===== src/rtl/ps_pkg.sv =====
// Shared program-sequencer types: loop-stack entry, loop FSM encoding, default sizes.
package ps_pkg;

  localparam int unsigned DEF_LP_DEPTH = 4;
  localparam int unsigned DEF_AW       = 16;
  localparam int unsigned DEF_CW       = 16;

  // One DO UNTIL loop: first body address, last body address, remaining iterations.
  typedef struct packed {
    logic [DEF_AW-1:0] start_add;
    logic [DEF_AW-1:0] end_add;
    logic [DEF_CW-1:0] cnt;
  } lp_entry_t;

  typedef enum logic {
    LP_IDLE = 1'b0,
    LP_ACT  = 1'b1
  } lp_state_e;

endpackage


===== src/rtl/ps_lp_stack.sv =====
// LIFO loop stack. Pop/decrement act on the current top, then a push lands above
// what remains; pop+push together overwrite the top slot in place.
// The caller guarantees: pop/dec only when non-empty, push only when not full
// (or together with pop), dec only when top count > 1.
module ps_lp_stack
  import ps_pkg::*;
#(
  parameter int unsigned LP_DEPTH = DEF_LP_DEPTH,
  localparam int unsigned PW = $clog2(LP_DEPTH + 1)
) (
  input  logic            clk,
  input  logic            rst,
  input  logic            push_i,
  input  logic            pop_i,
  input  logic            dec_top_i,
  input  lp_entry_t       push_entry_i,
  output lp_entry_t       top_o,
  output logic [PW-1:0]   ptr_o,
  output logic            full_o,
  output logic            empty_o
);

  localparam int unsigned IW = (LP_DEPTH > 1) ? $clog2(LP_DEPTH) : 1;

  lp_entry_t     mem_q [LP_DEPTH];
  lp_entry_t     mem_d [LP_DEPTH];
  logic [PW-1:0] ptr_q, ptr_d;
  logic [IW-1:0] top_idx, new_idx;

  assign top_idx = IW'(ptr_q - PW'(1));
  assign new_idx = IW'(ptr_q);

  // Next stack contents: retire/decrement the top first, then push.
  always_comb begin
    mem_d = mem_q;
    ptr_d = ptr_q;
    if (pop_i) begin
      if (push_i) begin
        mem_d[top_idx] = push_entry_i;
      end else begin
        ptr_d = ptr_q - PW'(1);
      end
    end else begin
      if (dec_top_i) begin
        mem_d[top_idx].cnt = mem_q[top_idx].cnt - DEF_CW'(1);
      end
      if (push_i) begin
        mem_d[new_idx] = push_entry_i;
        ptr_d          = ptr_q + PW'(1);
      end
    end
  end

  // Stack storage and pointer; reset empties the stack and clears all entries.
  always_ff @(posedge clk or negedge rst) begin
    if (!rst) begin
      ptr_q <= '0;
      for (int i = 0; i < int'(LP_DEPTH); i++) begin
        mem_q[i] <= '0;
      end
    end else begin
      ptr_q <= ptr_d;
      for (int i = 0; i < int'(LP_DEPTH); i++) begin
        mem_q[i] <= mem_d[i];
      end
    end
  end

  assign empty_o = (ptr_q == '0);
  assign full_o  = (ptr_q == PW'(LP_DEPTH));
  assign ptr_o   = ptr_q;
  assign top_o   = empty_o ? '0 : mem_q[top_idx];

endmodule


===== src/rtl/ps_loop_ctrl.sv =====
// Zero-overhead DO UNTIL loop sequencer: compares fetch address with the top loop's
// end address and redirects fetch to its start until the count is exhausted.
// Optional sticky status {overflow, full, empty} built when PS_LOOP_STCKY_EN is defined.
// AW/CW must match the package entry widths.
module ps_loop_ctrl
  import ps_pkg::*;
#(
  parameter int unsigned LP_DEPTH = DEF_LP_DEPTH,
  parameter int unsigned AW       = DEF_AW,
  parameter int unsigned CW       = DEF_CW
) (
  input  logic          clk,
  input  logic          rst,
  input  logic [AW-1:0] ps_faddr,
  input  logic          ps_lp_stall,
  input  logic          ps_lp_push,
  input  logic [AW-1:0] ps_lp_start_add,
  input  logic [AW-1:0] ps_lp_end_add,
  input  logic [CW-1:0] ps_lp_cnt,
  input  logic          ps_lp_pop,
  output logic          ps_lp_jmp,
  output logic [AW-1:0] ps_lp_jmp_add,
  output logic          ps_lp_act,
  output logic [CW-1:0] ps_lp_curcnt,
  output logic          ps_lp_err,
  output logic [2:0]    ps_lp_stcky
);

  localparam int unsigned PW = $clog2(LP_DEPTH + 1);

  lp_entry_t     top, push_entry;
  logic [PW-1:0] ptr;
  logic          full, empty;
  lp_state_e     state_q, state_d;
  logic          err_q, err_d;
  logic          hit_c, more_c, term_c;
  logic          pop_ok_c, pop_rej_c, stk_pop_c, stk_dec_c;
  logic          cnt_zero_c, push_ok_c, push_rej_c;

  assign push_entry = '{start_add: ps_lp_start_add, end_add: ps_lp_end_add, cnt: ps_lp_cnt};

  ps_lp_stack #(
    .LP_DEPTH (LP_DEPTH)
  ) u_stack (
    .clk          (clk),
    .rst          (rst),
    .push_i       (push_ok_c),
    .pop_i        (stk_pop_c),
    .dec_top_i    (stk_dec_c),
    .push_entry_i (push_entry),
    .top_o        (top),
    .ptr_o        (ptr),
    .full_o       (full),
    .empty_o      (empty)
  );

  // End-of-loop compare against the top entry (zero latency).
  always_comb begin
    hit_c  = (state_q == LP_ACT) && !ps_lp_stall && (ps_faddr == top.end_add);
    more_c = (top.cnt > DEF_CW'(1));
    term_c = hit_c && !more_c;
  end

  // Arbitration: terminal and explicit pop merge into one pop; push may replace when full.
  always_comb begin
    pop_ok_c   = ps_lp_pop && !empty;
    pop_rej_c  = ps_lp_pop && empty;
    stk_pop_c  = term_c || pop_ok_c;
    stk_dec_c  = hit_c && more_c && !pop_ok_c;
    cnt_zero_c = (ps_lp_cnt == '0);
    push_ok_c  = ps_lp_push && !cnt_zero_c && (!full || stk_pop_c);
    push_rej_c = ps_lp_push && !push_ok_c;
    err_d      = push_rej_c || pop_rej_c;
  end

  // FSM state and error pulse registers.
  always_ff @(posedge clk or negedge rst) begin
    if (!rst) begin
      state_q <= LP_IDLE;
      err_q   <= 1'b0;
    end else begin
      state_q <= state_d;
      err_q   <= err_d;
    end
  end

  // FSM next state: active while at least one loop is on the stack.
  always_comb begin
    state_d = state_q;
    case (state_q)
      LP_IDLE: if (push_ok_c) state_d = LP_ACT;
      LP_ACT:  if (stk_pop_c && !push_ok_c && (ptr == PW'(1))) state_d = LP_IDLE;
      default: state_d = LP_IDLE;
    endcase
  end

  // FSM outputs: redirect only while more iterations remain.
  always_comb begin
    ps_lp_act     = (state_q == LP_ACT);
    ps_lp_jmp     = hit_c && more_c;
    ps_lp_jmp_add = top.start_add;
    ps_lp_curcnt  = top.cnt;
  end

  assign ps_lp_err = err_q;

`ifdef PS_LOOP_STCKY_EN
  logic ovf_q, ovf_d;

  assign ovf_d = ovf_q || (ps_lp_push && !cnt_zero_c && full && !stk_pop_c);

  // Overflow flag latches a push rejected for lack of room until reset.
  always_ff @(posedge clk or negedge rst) begin
    if (!rst) begin
      ovf_q <= 1'b0;
    end else begin
      ovf_q <= ovf_d;
    end
  end

  assign ps_lp_stcky = {ovf_q, full, !ps_lp_act};
`else
  assign ps_lp_stcky = 3'b000;
`endif

endmodule


===== config.mk =====
export PLATFORM = sky130hd
export DESIGN_NAME = ps_loop_ctrl
export DESIGN_NICKNAME = d
export VERILOG_FILES = /design/src/rtl/ps_pkg.sv /design/src/rtl/ps_lp_stack.sv /design/src/rtl/ps_loop_ctrl.sv
export SDC_FILE = /design/constraint.sdc
export NUM_CORES = 1
export LEC_CHECK = 0
export BUFFER_PORTS_ARGS = -buffer_cell sky130_fd_sc_hd__buf_4
export CAP_MARGIN = 30
export CELL_PAD_IN_SITES_DETAIL_PLACEMENT = 0
export CELL_PAD_IN_SITES_GLOBAL_PLACEMENT = 1
export CORE_ASPECT_RATIO = 0.6
export CORE_MARGIN = 2
export CORE_UTILIZATION = 51
export DETAILED_ROUTE_END_ITERATION = 10
export PLACE_DENSITY_LB_ADDON = 0.25
export RECOVER_POWER = 25
export SKIP_CTS_REPAIR_TIMING = 1
export SLEW_MARGIN = 10
export SYNTH_ARGS = -nofsm -noshare
export SYNTH_HDL_FRONTEND = slang
export SYNTH_SLANG_ARGS = --single-unit

===== constraint.sdc =====
create_clock -name clk -period 7.7 [get_ports clk]
set_input_delay 0.77 -clock clk [delete_from_list [all_inputs] [get_ports clk]]
set_output_delay 0.77 -clock clk [all_outputs]
set_load 0.02 [all_outputs]

==> metrics, run 1 <==
crit-path max FO 37; dominant synthesized flop cell dfrtp_1; Worst slew margin -0.932; fraction of layout cells with a size suffix above 1 0.243; residual DRC count 0; Max VDD drop a little over 300 uV; Worst EP arrival around 6.3 ns; commonest non-fill, non-tap cells in the layout dfrtp_1, buf_4, a22o_1, nor2_1, inv_1; die height 116 um; worst-skew pair later-pin latency about 0.45 ns; Crit Path Class flip-flop to flip-flop; Seq/Total Area, Yosys 0.462; EDFF count, synth 0; Cell Area, Placed approximately 0.012 sq mm; via count 8498; Leakage ~5.5 nW; Worst-path clk slew ~0.07 ns; routed len/inst ~24 um; RePlAce Congestion 0.901; most used cell, CP buf_4; max-slew violation count 51; Final Setup Violations 0; Hold Vio Cnt, Final 0; # Max-Cap Violations 1; TritonRoute pass-1 iters 6; Antenna Cells 0; Worst-Margin Slew 2.90 ns; CTS max path bufs 2; Syn Area/Cell approximately 11 sq um; Final #Nets 1089; hold_ws about 0.48 ns; WP data required about 8.0 ns; final core occ 0.599; total CTS buffers 17; largest net degree at the start of global routing around 120; Startpoint Class flip-flop; Iter 0 DRT Violations slightly below 1000; complex-gate fraction of the synthesized area 0.241; die width between 150 and 200 um; xor/xnor cell area share of the yosys netlist 0.0197; GRT Util Overall 0.296; GR Overflow Total 0; adder-cell share of the synthesized area 0.00939; Site Rows 40; Pwr Density between 500 and 600 mW/mm^2; Setup TNS Final 0 ns; mux cell area share after synthesis 0.106; endpoint class of the critical path flip-flop; Vias/cell ~6.6; buffer and inverter count on the worst path 4; starting density of the core 0.526; minimum clock period roughly 5.9 ns; post-DP HPWL between 20000 and 25000 um; first-pass GRT wire length a little under 50000 um; design area 0.0121 sq mm; die area 0.0221 sq mm; CP max stage cell ha_2; clock sink count approximately 200; ys async rst share 1.00; Max Freq roughly 170 MHz; Filler cells 1685; Yosys reg bits slightly below 200; RSZ-0062 raised after global routing no; number of global-route vias before repair 8070; input/output buffers slightly above 100; I/O Pins about 110; critical path, cell by cell inv_1, ha_2, mux4_2, nor4_2, nand2_1, o31a_1, o31a_1, buf_4, a31o_1, ha_1, buf_4, nand2b_1, buf_4, a22o_1; area share of and/or/nand/nor cells after synthesis 0.0992; Root Driver clkbuf_16; Ys Warns 0; Mapped Cells ~950; ratio of final minimum period to clock period 0.772; area growth from synthesis to layout 14.0%; Core ar. between 0.02 and 0.025 sq mm; slowest stage delay, CP 0.93 ns; clock skew 0.0118 ns; Worst path top cell family by delay compound AO/OA/AOI/OAI gates; commonest non-fill, non-tap cell in the layout dfrtp_1; Routed WL around 32000 um; H-Tree Level Count 4; Netlist Area Pre-Place 0.0107 sq mm; worst min path class flip-flop to flip-flop; initial antenna violation count 0; Final ANT Viol Nets 0; failing checks max-capacitance violations, max-slew violations; TritonCTS clock tree built; status finished, violations left; Netlist cell types 58; largest family of logic cells by synthesized area compound AO/OA/AOI/OAI gates
-- per-layer routing --
| metal | GRT usage | wire length, um |
|---|---|---|
| met3 | 0.0921 | 3630 |
| met2 | 0.389 | 12600 |
| met1 | 0.472 | 14900 |
| met4 | 0.0636 | 399 |
| met5 | 0 | 0 |
-- layout make-up --
type                       instances  area [sq um]  area share
inverter                          59           221      0.0182
multi-input combinational        613          5120       0.421
sequential                       197          4930       0.406
timing repair buffer             124           991      0.0816
tap                              273           342      0.0281
clock buffer                      19           443      0.0365
clock inverter                    11           103     0.00844
-- logic make-up after synthesis --
group	count (synthesis)
simple gates	214
flops	197
compound gates	311
other cells	1
xor+xnor	24
fa+ha+maj	8
mux	53
buf+inv	139
-- tightest hold or removal path: stages, from the launching register on --
cell     delay [ns]
dfrtp_1        0.35
nand2_1        0.05
o31ai_1        0.05
-- Yosys cell counts, types with 18 or more instances --
master	n	area [sq um]
a22oi_1	32	240
a2bb2oi_1	32	280
o22ai_1	45	282
a22o_1	97	850
nor2_1	63	236
buf_2	29	145
mux4_2	47	1060
inv_1	59	221
o31ai_2	31	388
a21oi_1	18	90.1
nand2_1	58	218
and2_1	36	225
dfrtp_1	197	4930
clkbuf_1	31	116
-- path summary, 6_finish.rpt --
| path | endpoint | slack [ns] | cells after the start | start |
|---|---|---|---|---|
| worst max-delay path | u_stack.mem_q[77]$_DFFE_PN0P_ | 1.76 | 14 | u_stack.ptr_o[0]$_DFFE_PN0P_ |
| worst min-delay path | u_stack.mem_q[143]$_DFFE_PN0P_ | 0.48 | 2 | u_stack.mem_q[143]$_DFFE_PN0P_ |
| worst max register to register | u_stack.mem_q[77]$_DFFE_PN0P_ | 1.76 | 14 | u_stack.ptr_o[0]$_DFFE_PN0P_ |
| worst min register to register | u_stack.mem_q[143]$_DFFE_PN0P_ | 0.48 | 2 | u_stack.mem_q[143]$_DFFE_PN0P_ |
| max in group asynchronous | u_stack.mem_q[28]$_DFFE_PN0P_ | 4.27 | 4 | rst |
| min in group asynchronous | u_stack.mem_q[136]$_DFFE_PN0P_ | 1.25 | 1 | rst |
-- sequential cells by signal, summed over array words and instances, names as in the netlist --
name / cells
ps_lp_act: 1
u_stack.ptr_o: 3
u_stack.mem_q: 192
ps_lp_err: 1
-- power by group --
| part | total, mW | switching, mW | internal, mW |
|---|---|---|---|
| combinational | 3.60 | 2.05 | 1.55 |
| clock | 0.863 | 0.409 | 0.453 |
| sequential | 1.84 | 0.309 | 1.53 |
-- per-stage QoR --
stage               cells  worst slack [ns]  total power [mW]
floorplan             949              2.72              4.31
global placement     1261              1.97              5.30
detailed placement   1264              1.87              5.36
CTS                  1294              1.84              6.24
global route         1296              1.51              6.63
finish               1296              1.76              6.29
Note: power is estimated with default switching activity, not from simulation.
==> run 2: changes to the inputs <==
--- a/config.mk
+++ b/config.mk
@@ -11,7 +11,7 @@
 export CELL_PAD_IN_SITES_GLOBAL_PLACEMENT = 1
 export CORE_ASPECT_RATIO = 0.6
 export CORE_MARGIN = 2
-export CORE_UTILIZATION = 51
+export CORE_UTILIZATION = 48
 export DETAILED_ROUTE_END_ITERATION = 10
 export PLACE_DENSITY_LB_ADDON = 0.25
 export RECOVER_POWER = 25
==> constraint.sdc (replaced) <==
create_clock -name clk -period 6.15 [get_ports clk]
set_input_delay 0.615 -clock clk [delete_from_list [all_inputs] [get_ports clk]]
set_output_delay 0.615 -clock clk [all_outputs]
set_load 0.02 [all_outputs]
==> run 2 against run 1 <==
Against the previous run:
- final area rose by 0.89%
- critical path type unchanged
- critical endpoint is now u_stack.mem_q[141]$_DFFE_PN0P_
- sequential cell count is the same
- critical path depth is 1 higher
- core utilization is 4.0 points lower
- the flow now finishes without violations
- maximum frequency up 8.2%
- clock power up 33%
- non-clock buffer count increased by 7
==> metrics, run 2 (synthesized netlist as in run 1, its figures left out) <==
most used cell, CP buf_4; Crit Path Class flip-flop to flip-flop; GRT Util Overall 0.287; Max Freq about 180 MHz; Reg2Reg Setup Slack 0.66 ns; Non-Filler Instances between 1000 and 1500; Final ANT Viol Nets 0; Antenna Cells 0; TritonRoute pass-1 iters 5; Pwr Density between 600 and 700 mW/mm^2; Top reg by flops u_stack.mem_q; ratio of final minimum period to clock period 0.893; Routed WL roughly 32000 um; die width just under 200 um; post-DP HPWL just over 20000 um; Leakage 5.50 nW; RePlAce Congestion 0.896; first-pass GRT wire length a little over 50000 um; hold_ws between 0.2 and 0.25 ns; max-slew violation count 0; Iter 0 DRT Violations between 900 and 1000; largest net degree at the start of global routing 96; CP max stage cell ha_2; Max VDD drop around 390 uV; Final Setup Violations 0; Crit. Startpoint u_stack.ptr_o[0]$_DFFE_PN0P_; number of global-route vias before repair 8390; die height between 100 and 150 um; H-Tree Level Count 4; slowest stage delay, CP approximately 0.57 ns; commonest non-fill, non-tap cells in the layout dfrtp_1, buf_4, a22o_1, nor2_1, inv_1; DRT met1 WL between 15000 and 20000 um; fraction of layout cells with a size suffix above 1 0.250; critical path, cell by cell inv_1, ha_2, buf_4, mux4_2, nor4_2, nand2_1, o31a_1, o31a_1, buf_4, ha_1, nor2_1, mux2i_4, buf_4, nand2_1, o31ai_2; design area ~0.012 sq mm; # Max-Cap Violations 0; via count about 8500; FF-to-FF Start u_stack.ptr_o[0]$_DFFE_PN0P_; Total Power approximately 8.0 mW; starting density of the core 0.487; CP endpoint u_stack.mem_q[141]$_DFFE_PN0P_; Worst-Margin Slew around 1.0 ns; Worst-path clk slew around 0.07 ns; GR Overflow Total 0; Final #Nets ~1100; Core ar. 0.0219 sq mm; total CTS buffers 17; minimum clock period roughly 5.5 ns; commonest non-fill, non-tap cell in the layout dfrtp_1; Setup TNS Final 0 ns; Worst slew margin 0.306; input/output buffers 103; max FFs per register 192; area growth from synthesis to layout 15.0%; Hold Vio Cnt, Final 0; initial antenna violation count 0; WP data required 6.45 ns; Cell Area, Placed roughly 0.012 sq mm; crit-path max FO 64; RSZ-0062 raised after global routing no; I/O Pins 107; Vias/cell between 6 and 7; routed len/inst between 20 and 25 um; residual DRC count 0; Worst EP arrival 5.79 ns; Routed met3 length around 3200 um; endpoint class of the critical path flip-flop; worst-skew pair later-pin latency ~0.45 ns; status completed; clock skew between 0.01 and 0.015 ns; worst flop-to-flop path endpoint u_stack.mem_q[141]$_DFFE_PN0P_; Site Rows 42; TritonCTS clock tree built; clock sink count 197; uppermost layer routed met4; cell count after placement 1282; worst min path class input pin to asynchronous set/reset pin; CTS max path bufs 2; r2r worst-path depth 15; Startpoint Class flip-flop; WL met2 between 10000 and 15000 um; Root Driver clkbuf_16; die area between 0.02 and 0.025 sq mm
-- run 2: changes by cell type in the layout (fill, tap and decap cells not counted), sizes merged --
cell and delta:
clkinv -3, inv +2, clkinvlp +1, bufinv +1, buf +6, clkbuf +2
-- run 2: routing by layer --
metal  track usage  up-vias
met2         0.377      468
met4        0.0563        0
met5             0        -
met1         0.466     4291
met3        0.0776       28
li1              -     3695
-- run 2: through the flow --
stage               utilization  setup slack (ns)
detailed placement        0.529             0.655
finish                    0.559             0.658
CTS                       0.556             0.661
global route              0.559             0.373
floorplan                     -              1.17
global placement          0.529             0.785
-- run 2: power breakdown --
part / internal [mW] / switching [mW] / leakage [nW]
logic: 1.97 / 2.60 / 2.70
clock network: 0.620 / 0.529 / 0.281
registers: 1.91 / 0.366 / 2.52
total: 4.50 / 3.49 / 5.50
-- run 2: worst min-delay path by stage --
stage / endpoint / cells after the start / slack, ns
finish: u_stack.mem_q[64]$_DFFE_PN0P_ / 1 / 0.22
floorplan: ps_lp_act$_DFF_PN0_ / 0 / 0.32
detailed placement: u_stack.mem_q[126]$_DFFE_PN0P_ / 2 / 0.47
global placement: u_stack.mem_q[134]$_DFFE_PN0P_ / 2 / 0.46
global route: u_stack.mem_q[22]$_DFFE_PN0P_ / 1 / 0.28
CTS: u_stack.mem_q[64]$_DFFE_PN0P_ / 1 / 0.27
-- run 2: worst max-delay path, delay by kind of cell (launching register included) --
kind	cells	cell delay [ns]
multiplexers	2	0.50
AO/OA/AOI/OAI	3	0.89
AND/OR/NAND/NOR	4	1.20
flip-flops	1	0.53
adder cells (fa/ha/maj)	2	1.09
buffers and inverters	4	1.07
-- run 2: final cells by class --
class	instances	area (sq um)
Sequential cell	197	4930
Clock inverter	12	145
Clock buffer	20	447
Tap cell	286	358
Timing Repair Buffer	131	1030
Fill cell	1877	9660
Inverter	59	221
Multi-Input combinational cell	613	5120
==> run 3: changes to the inputs <==
--- a/config.mk
+++ b/config.mk
@@ -9,7 +9,7 @@
 export CAP_MARGIN = 30
 export CELL_PAD_IN_SITES_DETAIL_PLACEMENT = 0
 export CELL_PAD_IN_SITES_GLOBAL_PLACEMENT = 1
-export CORE_ASPECT_RATIO = 0.6
+export CORE_ASPECT_RATIO = 0.9
 export CORE_MARGIN = 2
 export CORE_UTILIZATION = 48
 export DETAILED_ROUTE_END_ITERATION = 10
==> run 3 against run 2 <==
Against the previous run:
- the flow now finishes with violations (max-capacitance violations, max-slew violations)
- critical path depth fell by 1
- die area fell by 0.16%
- register-to-register slack improved by 0.58 ns
- largest power group unchanged
- first-iteration DRC count fell by 12%
- sequential share of layout area rose by 0.078 points
- cell count barely moved
- critical path type unchanged
==> metrics, run 3 (synthesized netlist as in run 1, its figures left out) <==
clock sink count 197; Crit Path Class flip-flop to flip-flop; slowest stage delay, CP between 0.4 and 0.5 ns; Worst-Margin Slew approximately 2.4 ns; buffer and inverter count on the worst path 4; die area ~0.023 sq mm; Worst-path clk slew roughly 0.07 ns; max-slew violation count 45; area growth from synthesis to layout 14.7%; CP max stage cell buf_4; Final ANT Viol Nets 0; status finished, violations left; Pwr Density about 640 mW/mm^2; Flop pwr share 0.289; Antenna Cells 0; critical path, cell by cell inv_1, ha_2, buf_4, mux4_2, nor4_2, nand2_1, o31a_1, o31a_1, buf_4, ha_1, nor2_1, mux2i_4, buf_4, o31ai_2; Worst EP arrival 5.26 ns; # Max-Cap Violations 1; H-Tree Level Count 4; worst min path class input pin to asynchronous set/reset pin; Max VDD drop just over 300 uV; initial antenna violation count 1; design area around 0.012 sq mm; CTS max path bufs 2; residual DRC count 0; Site Rows around 50; WP data required about 6.5 ns; Vias/cell ~6.3; worst-skew pair later-pin latency ~0.44 ns; Setup TNS Final 0 ns; input/output buffers just over 100; crit-path max FO 64; max FFs per register 192; Reg area ~0.0049 sq mm; Final #Nets approximately 1100; Switch Pwr 3.42 mW; Pint between 4 and 5 mW; endpoint class of the critical path flip-flop; Root Driver clkbuf_16; routed len/inst roughly 23 um; FF-to-FF Start u_stack.ptr_o[1]$_DFFE_PN0P_; RePlAce Congestion approximately 0.83; Multi-input gate area 0.00512 sq mm; Sw Share 0.437; Final Setup Violations 0; via count roughly 8300; Worst slew margin -0.591; Iter 0 DRT Violations ~840; Worst path top cell family by delay buffers and inverters; Startpoint Class flip-flop; part of the power in combinational logic 0.572; Routed WL 30700 um; commonest non-fill, non-tap cells in the layout dfrtp_1, buf_4, a22o_1, nor2_1, inv_1; clock share of power 0.139; largest net degree at the start of global routing 80; I/O Pins around 110; fraction of layout cells with a size suffix above 1 0.247; TritonCTS clock tree built; commonest non-fill, non-tap cell in the layout dfrtp_1; failing checks max-capacitance violations, max-slew violations; clock skew around 0.016 ns; GR Overflow Total 0; total CTS buffers 17; Core ar. roughly 0.022 sq mm; number of global-route vias before repair around 8500; Top reg by flops u_stack.mem_q; ratio of final minimum period to clock period 0.799; TritonRoute pass-1 iters 5; Crit. Startpoint u_stack.ptr_o[1]$_DFFE_PN0P_; RSZ-0062 raised after global routing no; minimum clock period just under 5 ns; post-DP HPWL between 15000 and 20000 um; most used cell, CP buf_4; die width roughly 160 um; Hold Vio Cnt, Final 0; Max Freq slightly above 200 MHz; Filler cells about 1900; Leakage 5.48 nW; GRT Util Overall 0.269; Cell Area, Placed between 0.01 and 0.015 sq mm; first-pass GRT wire length roughly 49000 um; die height 145 um; starting density of the core 0.491
## run 3: changes by cell type in the layout (fill, tap and decap cells not counted), sizes merged
| cell | before | now |
|---|---|---|
| clkinv | 2 | 9 |
| buf | 129 | 124 |
| bufinv | 2 | 0 |
| clkinvlp | 3 | 1 |
| clkbuf | 22 | 21 |
| inv | 64 | 63 |
## run 3: cell type report
class | count | share of cell area
well taps | 291 | 0.0298
clock inverters | 14 | 0.0118
repair buffers | 127 | 0.0829
inverters | 59 | 0.0181
clock buffers | 18 | 0.0359
flip-flops and latches | 197 | 0.403
multi-input cells | 613 | 0.418
## run 3: final timing paths
kind | endpoint | slack (ns) | cells past startpoint
max reg2reg | u_stack.mem_q[134]$_DFFE_PN0P_ | 1.24 | 14
max | u_stack.mem_q[134]$_DFFE_PN0P_ | 1.24 | 14
min | u_stack.mem_q[120]$_DFFE_PN0P_ | 0.19 | 1
min reg2reg | u_stack.mem_q[122]$_DFFE_PN0P_ | 0.48 | 2
max in group asynchronous | u_stack.mem_q[96]$_DFFE_PN0P_ | 3.32 | 2
min in group clk | ps_lp_err$_DFF_PN0_ | 0.45 | 2
## run 3: metrics by stage
stage,power [mW],std cells,setup WS (ns),hold WS (ns),utilization
after detailed placement,6.68,1284,1.29,0.465,0.535
after global placement,6.60,1281,1.15,0.458,0.532
after CTS,7.79,1316,1.25,0.213,0.562
after global routing,8.29,1319,0.915,0.242,0.564
final,7.82,1319,1.24,0.191,0.564
after floorplan,5.39,949,1.17,0.319,-
## run 3: power by group through the flow
stage	clock, mW	sequential [mW]	combinational, mW
after floorplan	0	2.14	3.25
after global placement	0	2.25	4.35
after detailed placement	0	2.25	4.43
after CTS	1.11	2.24	4.44
after global routing	1.16	2.31	4.82
final	1.09	2.26	4.47
## run 3: routing by layer
metal | up-vias | GRT usage | part of all wire | wire, um
met5 | - | 0 | 0 | 0
met4 | 0 | 0.0732 | 0.019 | 569
met3 | 42 | 0.0530 | 0.076 | 2330
met2 | 391 | 0.403 | 0.46 | 14000
met1 | 4196 | 0.402 | 0.45 | 13800
li1 | 3688 | - | - | -
